[config.mk]
export PLATFORM = sky130hd
export DESIGN_NAME = uart_rgb_cmd
export DESIGN_NICKNAME = d
export VERILOG_FILES = /design/src/rtl/uart_rgb_cmd_pkg.sv /design/src/rtl/uart_rgb_cmd_pwm3.sv /design/src/rtl/uart_rgb_cmd.sv
export SDC_FILE = /design/constraint.sdc
export NUM_CORES = 1
export LEC_CHECK = 0
export ABC_AREA = 1
export ABC_CLOCK_PERIOD_IN_PS = 1700
export CAP_MARGIN = 25
export CORE_UTILIZATION = 48
export CTS_CLUSTER_DIAMETER = 200
export DETAILED_ROUTE_END_ITERATION = 12
export PLACE_DENSITY = 0.73
export SETUP_SLACK_MARGIN = 0.3
export SYNTH_ARGS = -nofsm -noshare
export SYNTH_HDL_FRONTEND = slang
export SYNTH_SLANG_ARGS = --single-unit
[constraint.sdc]
create_clock -name hw_clk -period 1.7 [get_ports hw_clk]
set_input_delay 0.34 -clock hw_clk [delete_from_list [all_inputs] [get_ports hw_clk]]
set_output_delay 0.34 -clock hw_clk [all_outputs]
set_load 0.02 [all_outputs]
[src/rtl/uart_rgb_cmd_pkg.sv]
// Shared constants, FSM encoding and ASCII helpers for the UART RGB command front-end.
package uart_rgb_cmd_pkg;

    localparam logic [31:0] UART_EMPTY = 32'hFFFF_FFFF;
    localparam int          NUM_CH     = 3;

    localparam logic [7:0] ASCII_CR = 8'h0D;
    localparam logic [7:0] ASCII_LF = 8'h0A;
    localparam logic [7:0] ASCII_R  = 8'h52;
    localparam logic [7:0] ASCII_G  = 8'h47;
    localparam logic [7:0] ASCII_B  = 8'h42;
    localparam logic [7:0] ASCII_O  = 8'h4F;
    localparam logic [7:0] LC_BIT   = 8'h20;

    localparam logic [1:0] CH_RED   = 2'd0;
    localparam logic [1:0] CH_GREEN = 2'd1;
    localparam logic [1:0] CH_BLUE  = 2'd2;
    localparam logic [1:0] CH_NONE  = 2'd3;

    typedef enum logic [1:0] {
        ST_IDLE = 2'd0,
        ST_HI   = 2'd1,
        ST_LO   = 2'd2,
        ST_SEND = 2'd3
    } cmd_state_e;

    typedef logic [NUM_CH-1:0][7:0] duty_vec_t;

    function automatic logic is_hex(input logic [7:0] c);
        return (c >= 8'h30 && c <= 8'h39) ||
               (c >= 8'h41 && c <= 8'h46) ||
               (c >= 8'h61 && c <= 8'h66);
    endfunction

    // Only meaningful when is_hex(c); letters of either case map via the low nibble.
    function automatic logic [3:0] hex_nib(input logic [7:0] c);
        return (c <= 8'h39) ? c[3:0] : c[3:0] + 4'd9;
    endfunction

    function automatic logic [1:0] chan_of(input logic [7:0] c);
        logic [1:0] ch;
        ch = CH_NONE;
        if (c == ASCII_R || c == (ASCII_R | LC_BIT)) ch = CH_RED;
        if (c == ASCII_G || c == (ASCII_G | LC_BIT)) ch = CH_GREEN;
        if (c == ASCII_B || c == (ASCII_B | LC_BIT)) ch = CH_BLUE;
        return ch;
    endfunction

    function automatic logic is_off(input logic [7:0] c);
        return (c == ASCII_O) || (c == (ASCII_O | LC_BIT));
    endfunction

endpackage

[src/rtl/uart_rgb_cmd_pwm3.sv]
// Three-channel 8-bit PWM: shared prescaler and phase counter, per-channel live
// duty registers that reload from the shadow values only at period start.
module rgb_pwm3
    import uart_rgb_cmd_pkg::*;
#(
    parameter int PWM_PRESCALE = 47
) (
    input  logic              hw_clk,
    input  logic              rst,
    input  duty_vec_t         duty_shadow,
    output logic [NUM_CH-1:0] pwm
);
    localparam int PW = (PWM_PRESCALE > 0) ? $clog2(PWM_PRESCALE + 1) : 1;

    logic [PW-1:0] presc_q;
    logic [7:0]    pc_q;
    duty_vec_t     live_q;
    logic          tick;

    assign tick = (presc_q == PW'(PWM_PRESCALE));

    always_ff @(posedge hw_clk) begin
        if (rst) begin
            presc_q <= '0;
            pc_q    <= '0;
            live_q  <= '0;
        end else begin
            presc_q <= tick ? '0 : presc_q + PW'(1);
            if (tick) begin
                pc_q <= pc_q + 8'd1;
                // Reload on the wrap to 0 so a period never mixes two duties.
                if (pc_q == 8'hFF) live_q <= duty_shadow;
            end
        end
    end

    for (genvar i = 0; i < NUM_CH; i++) begin : g_cmp
        assign pwm[i] = (pc_q < live_q[i]);
    end

endmodule

[src/rtl/uart_rgb_cmd.sv]
// UART command front-end: parses "<ch><hi><lo>" and "O" into per-colour duty
// shadow registers, answers each command with one ack byte, drives RGB PWM.
module uart_rgb_cmd
    import uart_rgb_cmd_pkg::*;
#(
    parameter int         PWM_PRESCALE = 47,
    parameter logic [7:0] ACK_OK       = 8'h4B,
    parameter logic [7:0] ACK_ERR      = 8'h3F
) (
    input  logic        hw_clk,
    input  logic        rst,
    input  logic [31:0] reg_dat_do,
    input  logic        reg_dat_wait,
    output logic        reg_dat_re,
    output logic        reg_dat_we,
    output logic [31:0] reg_dat_di,
    output logic        rgb_red,
    output logic        rgb_green,
    output logic        rgb_blue
);
    cmd_state_e        state_q, state_d;
    logic [7:0]        rx_byte, ack_q, ack_d;
    logic [1:0]        ch_q;
    logic [3:0]        hi_q;
    duty_vec_t         shadow_q;
    logic              cap, rx_hex, wr_duty, clr_duty;
    logic [NUM_CH-1:0] pwm;

    assign rx_byte = reg_dat_do[7:0];
    assign rx_hex  = is_hex(rx_byte);
    // The pop pulse blocks capture so a byte is never taken twice.
    assign cap     = (state_q != ST_SEND) && !reg_dat_re && (reg_dat_do != UART_EMPTY);

    always_ff @(posedge hw_clk) begin
        if (rst) state_q <= ST_IDLE;
        else     state_q <= state_d;
    end

    always_comb begin
        state_d  = state_q;
        ack_d    = ack_q;
        wr_duty  = 1'b0;
        clr_duty = 1'b0;
        case (state_q)
            ST_IDLE: if (cap) begin
                if (chan_of(rx_byte) != CH_NONE) begin
                    state_d = ST_HI;
                end else if (is_off(rx_byte)) begin
                    clr_duty = 1'b1;
                    ack_d    = ACK_OK;
                    state_d  = ST_SEND;
                end else if (rx_byte != ASCII_CR && rx_byte != ASCII_LF) begin
                    ack_d   = ACK_ERR;
                    state_d = ST_SEND;
                end
            end
            ST_HI: if (cap) begin
                if (rx_hex) begin
                    state_d = ST_LO;
                end else begin
                    ack_d   = ACK_ERR;
                    state_d = ST_SEND;
                end
            end
            ST_LO: if (cap) begin
                wr_duty = rx_hex;
                ack_d   = rx_hex ? ACK_OK : ACK_ERR;
                state_d = ST_SEND;
            end
            ST_SEND: if (!reg_dat_wait) state_d = ST_IDLE;
            default: state_d = ST_IDLE;
        endcase
    end

    always_comb begin
        reg_dat_we = (state_q == ST_SEND);
        reg_dat_di = reg_dat_we ? {24'h0, ack_q} : 32'h0;
    end

    always_ff @(posedge hw_clk) begin
        if (rst) begin
            reg_dat_re <= 1'b0;
            ack_q      <= '0;
            ch_q       <= '0;
            hi_q       <= '0;
            shadow_q   <= '0;
        end else begin
            reg_dat_re <= cap;
            ack_q      <= ack_d;
            if (cap && state_q == ST_IDLE) ch_q <= chan_of(rx_byte);
            if (cap && state_q == ST_HI)   hi_q <= hex_nib(rx_byte);
            if (clr_duty)     shadow_q       <= '0;
            else if (wr_duty) shadow_q[ch_q] <= {hi_q, hex_nib(rx_byte)};
        end
    end

    rgb_pwm3 #(.PWM_PRESCALE(PWM_PRESCALE)) u_pwm (
        .hw_clk      (hw_clk),
        .rst         (rst),
        .duty_shadow (shadow_q),
        .pwm         (pwm)
    );

    assign rgb_red   = pwm[CH_RED];
    assign rgb_green = pwm[CH_GREEN];
    assign rgb_blue  = pwm[CH_BLUE];

endmodule

# [Word-level counts from Yosys, hierarchy flattened]
# Cells that the tools add are included.
# Widths: inputs -> output; s select.
[word_totals] out_inout_bits=37 word_cells=110 in_bits=35 register_bits=79
[op_classes] eq_ne=26 order_cmp=11 n_reduce_logical=23 n_mux=34 n_addsub=3
[op_table] operator="$mux 8" count=9
[op_table] operator="$eq 8x7->1 const B" count=8
[op_table] operator="$ne 32x32->1 const B" count=1
[op_table] operator="$bwmux 24" count=1
[op_table] operator="$lt 8x8->1" count=3
[op_table] operator="$mux 2" count=12
[op_table] operator="$pmux 8 s3" count=1
[op_table] operator="$demux 8 s2" count=1
[op_table] operator="$ge 8x7->1 const B" count=2
[op_table] operator="$le 8x7->1 const B" count=2
[op_table] operator="$ne 2x2->1 const B" count=8
[op_table] operator="$ne 8x4->1 const B" count=2
[op_table] operator="$logic_and 1x1->1" count=9
[op_table] operator="$add 8x1->8 const B" count=1
[op_table] operator="$eq 8x8->1 const B" count=1
[op_table] operator="$ge 8x6->1 const B" count=1
[op_table] operator="$le 8x6->1 const B" count=1
[op_table] operator="$pmux 2 s4" count=1
[op_table] operator="$mux 1" count=7
[op_table] operator="$mux 7" count=1
[op_table] operator="$reduce_and 7->1" count=1
[op_table] operator="$add 6x1->6 const B" count=1
[op_table] operator="$eq 6x6->1 const B" count=1
[op_table] operator="$logic_or 1x1->1" count=6
[op_table] operator="14 further kinds" count=16

# [Depth between registers and ports, before layout]
[depth] word_depth=12 ltp_mapped=13 ltp_nobuf=13

# [Modules after synthesis]
# Synthesis repeated with hierarchy kept, for this count alone.
[unflattened] cells_unflattened=678 hier_area_um2=4705.8
[modules_own_cells] module="uart_rgb_cmd" cells_each=341 seq_area_each_um2=720.7 area_each_um2=2419.8 instances=1
[modules_own_cells] module="rgb_pwm3" cells_each=337 seq_area_each_um2=760.7 area_each_um2=2285.9 instances=1

# [Worst setup path before layout]
# OpenSTA, ideal clock, no wires.
[synth_timing] path_type="input-to-reg" from="input port reg_dat_do[0]" to="register shadow_q[19] (netlist bit)" required_time_ps=1585 setup_ps=115 stages=13 path_slack_ps=36 arrival_ps=1549 path_buffers=1 path_cell_list="inv_1 -> ha_1 -> inv_1 -> nand2_1 -> nand2_2 -> nand2_2 -> nand3_4 -> nor2_8 -> nor2b_4 -> buf_6 -> nand3_1 -> nand2_1 -> nor2_1"
[synth_via] elab_chain_len=12 word_cells_on_any_way=41 classes_between="add/sub (1); order compare (6); eq/ne (10); mux (13); reduce/logical (11)"
[synth_lines] element="from (decl)" line_no="uart_rgb_cmd.sv:12" text="input logic [31:0] reg_dat_do,"
[synth_lines] element="$eq 8x7->1" line_no="uart_rgb_cmd_pkg.sv:43" text="if (c == ASCII_R || c == (ASCII_R | LC_BIT)) ch = CH_RED;"
[synth_lines] element="$logic_or 1x1->1" line_no="uart_rgb_cmd_pkg.sv:43"
[synth_lines] element="$mux 2" line_no="uart_rgb_cmd_pkg.sv:43"
[synth_lines] element="$mux 2" line_no="uart_rgb_cmd_pkg.sv:44" text="if (c == ASCII_G || c == (ASCII_G | LC_BIT)) ch = CH_GREEN;"
[synth_lines] element="$mux 2" line_no="uart_rgb_cmd_pkg.sv:45" text="if (c == ASCII_B || c == (ASCII_B | LC_BIT)) ch = CH_BLUE;"
[synth_lines] element="$mux 2" line_no="uart_rgb_cmd.sv:45" text="ST_IDLE: if (cap) begin"
[synth_lines] element="$mux 2" line_no="uart_rgb_cmd.sv:44" text="case (state_q)"
[synth_lines] element="$ne 2x2->1" line_no="uart_rgb_cmd.sv:46" text="if (chan_of(rx_byte) != CH_NONE) begin"
[synth_lines] element="$mux 1" line_no="uart_rgb_cmd.sv:46"
[synth_lines] element="$mux 1" line_no="uart_rgb_cmd.sv:45"
[synth_lines] element="$mux 1" line_no="uart_rgb_cmd.sv:44"
[synth_lines] element="$reduce_or 2->1 (no source line)"
[synth_lines] element="to (signal, indexed assignment)" line_no="uart_rgb_cmd.sv:93" text="else if (wr_duty) shadow_q[ch_q] <= {hi_q, hex_nib(rx_byte)};"
[synth_lines] element="to (decl)" line_no="uart_rgb_cmd.sv:25" text="duty_vec_t shadow_q;"
# Several ways; a longest one is shown, not always the timed one. The select of a mux whose other input is x is not followed.
# A chain may end at the register's enable or synchronous reset.

# [Final worst setup path]
[layout_timing] from="register u_pwm.live_q[1] (netlist bit)" to="output port rgb_red"
[layout_via] elab_chain_len=1
[layout_lines] element="from (decl)" line_no="uart_rgb_cmd_pwm3.sv:17" text="duty_vec_t live_q;"
[layout_lines] element="from (signal assigned)" line_no="uart_rgb_cmd_pwm3.sv:32" text="if (pc_q == 8'hFF) live_q <= duty_shadow;"
[layout_lines] element="$lt 8x8->1" line_no="uart_rgb_cmd_pwm3.sv:38" text="assign pwm[i] = (pc_q < live_q[i]);"
[layout_lines] element="to (decl)" line_no="uart_rgb_cmd.sv:17" text="output logic rgb_red,"
# Every way passes these cells.

==> flow_summary.ini <==
[status]
status = finished, violations left
failed_checks = negative setup slack

[clocking]
numCtsBuffers = 9
cts_sinks = 74
clockRootBuffer = clkbuf_8
cts_tree = built
insertion_delay_ps = 370
holdBufCountCts = 0
cts-htree-levels = 3
clockBufferDepth = 2
clk_pin_slew_ps = 90

[critical_path]
startpoint_type = flop
reg2reg_from = u_pwm.pc_q[1]$_SDFFE_PP0P_
cp.required_ps = 1360
slowest_delay_ps = 330
cp_slowest_cell = dfxtp_1
crit_chain = inv_2 -> ha_1 -> a21boi_0 -> o211ai_1 -> nand2_1 -> a21oi_4 -> buf_6
worst_setup_path_end_kind = primary output
worstReg2RegEnd = u_pwm.live_q[5]$_SDFFE_PP0P_
crit_fanout = 2
criticalPathCategory = flop to primary output
crit_start = u_pwm.live_q[1]$_SDFFE_PP0P_
ff2ff_path_depth = 8
worst_ep_arrival_time_ps = 1880
rrSetupSlack_ps = -130

[place]
dp_hpwl_mm = 7.411
globalplace.congestion = 0.8220
post_dp_cell_area_sq_um = 5334
io_buffers = 46

[yosys]
synth.avg_cell_area_sq_um = 7.081
ys.flop_type = dfxtp_1
syn_inst = 605
synth_top_cell_area_share = 0.3458
synth_area_leaders = dfxtp_1 (35%), ha_1 (9.6%), nand2_1 (9.1%), a21oi_1 (7.5%), nor2_1 (7.4%)
synth_edf_count = 0
synth_top_area_cell = dfxtp_1
async_flop_share = 0
ys_seq_area_frac = 0.3458
ys.warnings.count = 0
syn_area_sq_um = 4284
ys_types = 33
yosys_register_bits = 74

[sta]
final.setup.worst_slack_ps = -521.9
max_freq_mhz = 450.1
period_minus_slack_ps = 2222
slew_viol_final = 0
fin_skew_ps = 8.743
setup-violations-final = 35
rsz0062_at_grt = yes
fin_crit_sh = 1.307
slew_headroom = 0.5588
worst_pin_slew_ps = 659.4
timing_hold_violations_final = 0

[pwr]
p_clk_frac = 0.257
p_per_area_nw_per_um2 = 890.4
p_switching_uw = 2407
combPwrFrac = 0.417
p_int_uw = 3796
p_seq_frac = 0.326
p_leak_uw = 0.003045
swShare = 0.3881
ir_worst_vdd_v = 0.0005820

[cells_and_area]
syn_to_final_growth_pct = 62.62
drive_gt1_frac = 0.4590
n_antenna_cell = 0
fin_util = 0.8028
nets = 819
fill_cells = 497
fin_area_sq_um = 6967

[grt]
antenna_found_initial = 0
grt_pass1_vias = 4358
overflow = 0
grt_max_degree = 41
grt_usage = 0.2756
grt_pass1_wl_mm = 19.51

[floorplanning]
die_w_um = 96.48
die_y_um = 96.48
start_util = 0.4937
io_pins = 72
num_rows = 34
dieArea_sq_um = 9307
core_sq_um = 8678

[worst_hold_path]
hp-class = flop to flop
min_to = ack_q[3]$_SDFFE_PP0P_
hold_path_startpoint = ack_q[3]$_SDFFE_PP0P_
hold_path_depth = 2

[route]
drt_iter0_drc = 194
viasPerCell = 5.446
vias = 4705
wire_per_inst_um = 18.08
drc = 0
drt_wl_total_mm = 15.62
ant_nets = 0
first_pass_iters = 7

[job]
maxCapViolations = 0
[cell usage in the layout, fill, tap and decap left out, types with 5 or more instances in the layout]
master	instances
nand3_2	12
buf_4	69
nand3_1	7
dfxtp_4	5
clkbuf_8	9
nand2_1	67
o21ai_2	30
o21ai_0	8
dfxtp_1	63
nand3_4	15
conb_1	25
inv_1	60
nor2_2	17
dfxtp_2	6
inv_2	15
buf_6	37
ha_4	11
dlygate4sd2_1	26
a21oi_1	43
nor2_4	6
ha_1	22
a21oi_2	19
buf_12	7
o21ai_1	6
nor2_1	65
nand2_4	11
inv_4	5
nand2_2	31
[power by group through the flow]
stage                     logic (uW)  clock network, uW  registers, uW
after CTS                       2170               1580           1990
after global placement          1350                  0           2000
after detailed placement        1380                  0           2010
after floorplan                  959                  0           2000
after global routing            2740               1650           2030
final                           2590               1590           2020
[per-layer routing]
layer | vias to the layer above | track usage | wire, um
met5 | - | 0 | 0
met4 | 0 | 0.1446 | 1032
met3 | 92 | 0.06416 | 862
met2 | 228 | 0.5112 | 8303
met1 | 2209 | 0.2863 | 5421
li1 | 2176 | - | -
[synthesized netlist by cell type, types with 2 or more instances]
cell type	instances
inv_2	4
nor3b_1	2
buf_6	6
nand3_2	5
nor2_2	2
clkbuf_1	6
a21oi_2	2
nor2_1	85
ha_1	33
o21ai_0	47
nand2_2	6
dfxtp_1	74
nand4_1	2
nor3_1	5
a21oi_1	64
nand2_1	104
o211ai_1	3
nand3_1	27
xor2_1	2
nor3_2	2
buf_2	3
inv_1	80
a21boi_0	3
buf_4	29
[state kept, by name, indices dropped and copies added (netlist names)]
name / count
ack_q: 3
ch_q: 2
hi_q: 4
reg_dat_re: 1
shadow_q: 24
state_q: 2
u_pwm.live_q: 24
u_pwm.pc_q: 8
u_pwm.presc_q: 6
[logic make-up after synthesis]
family / Yosys count / synth area share
xor gates and xnor gates: 3 / 0.006134
DFF: 74 / 0.3458
buffers and inverters: 129 / 0.1504
adders and majority gates: 33 / 0.09638
other: 1 / 0.0008753
AOI/OAI and AO/OA: 119 / 0.1443
and+or+nand+nor: 246 / 0.2561
[worst max-delay path by stage]
stage,cells after the start,end,slack (ps)
2_1_floorplan,13,shadow_q[19]$_SDFFE_PP0P_,140
3_3_place_gp,14,state_q[1]$_SDFFE_PP0P_,-540
3_5_place_dp,14,shadow_q[0]$_SDFFE_PP0P_,-580
4_1_cts,6,rgb_green,-360
5_1_grt,7,rgb_red,-550
6_report,7,rgb_red,-520
[through the flow]
| step | setup TNS [ps] | setup slack [ps] | power [uW] | instances | hold WS (ps) |
|---|---|---|---|---|---|
| after floorplan | 0 | 144.8 | 2958 | 629 | 401.7 |
| after global placement | -19320 | -535.4 | 3350 | 801 | 430.7 |
| after detailed placement | -20660 | -582.2 | 3393 | 801 | 432.5 |
| after CTS | -1044 | -357.7 | 5736 | 847 | 444.0 |
| after global routing | -5298 | -553.6 | 6428 | 864 | 535.9 |
| final | -2590 | -521.9 | 6203 | 864 | 518.3 |
[repair_timing]
item | CTS | global route
setup buffers | 24 | 13
cloned | 6 | 4
endpoints found under the setup margin | 75 | 76
pin swaps | 84 | 57
resized for setup | 269 | 112
[worst max-delay path, delay by kind of cell, from the launching register on]
| kind | cells | cell delay, ps |
|---|---|---|
| AOI/OAI and AO/OA | 3 | 550 |
| adders and majority gates | 1 | 290 |
| buffers and inverters | 2 | 180 |
| DFF | 1 | 330 |
| and+or+nand+nor | 1 | 160 |
[layout make-up]
class	count	area, sq um	area share
well taps	108	135.1	0.01940
flip-flops and latches	74	1508	0.2164
clock inverters	7	101.3	0.01455
inverters	85	385.4	0.05532
repair buffers	154	1555	0.2232
clock buffers	9	123.9	0.01778
multi-input cells	427	3158	0.4533
No activity file was read; power rests on OpenSTA's default activity.
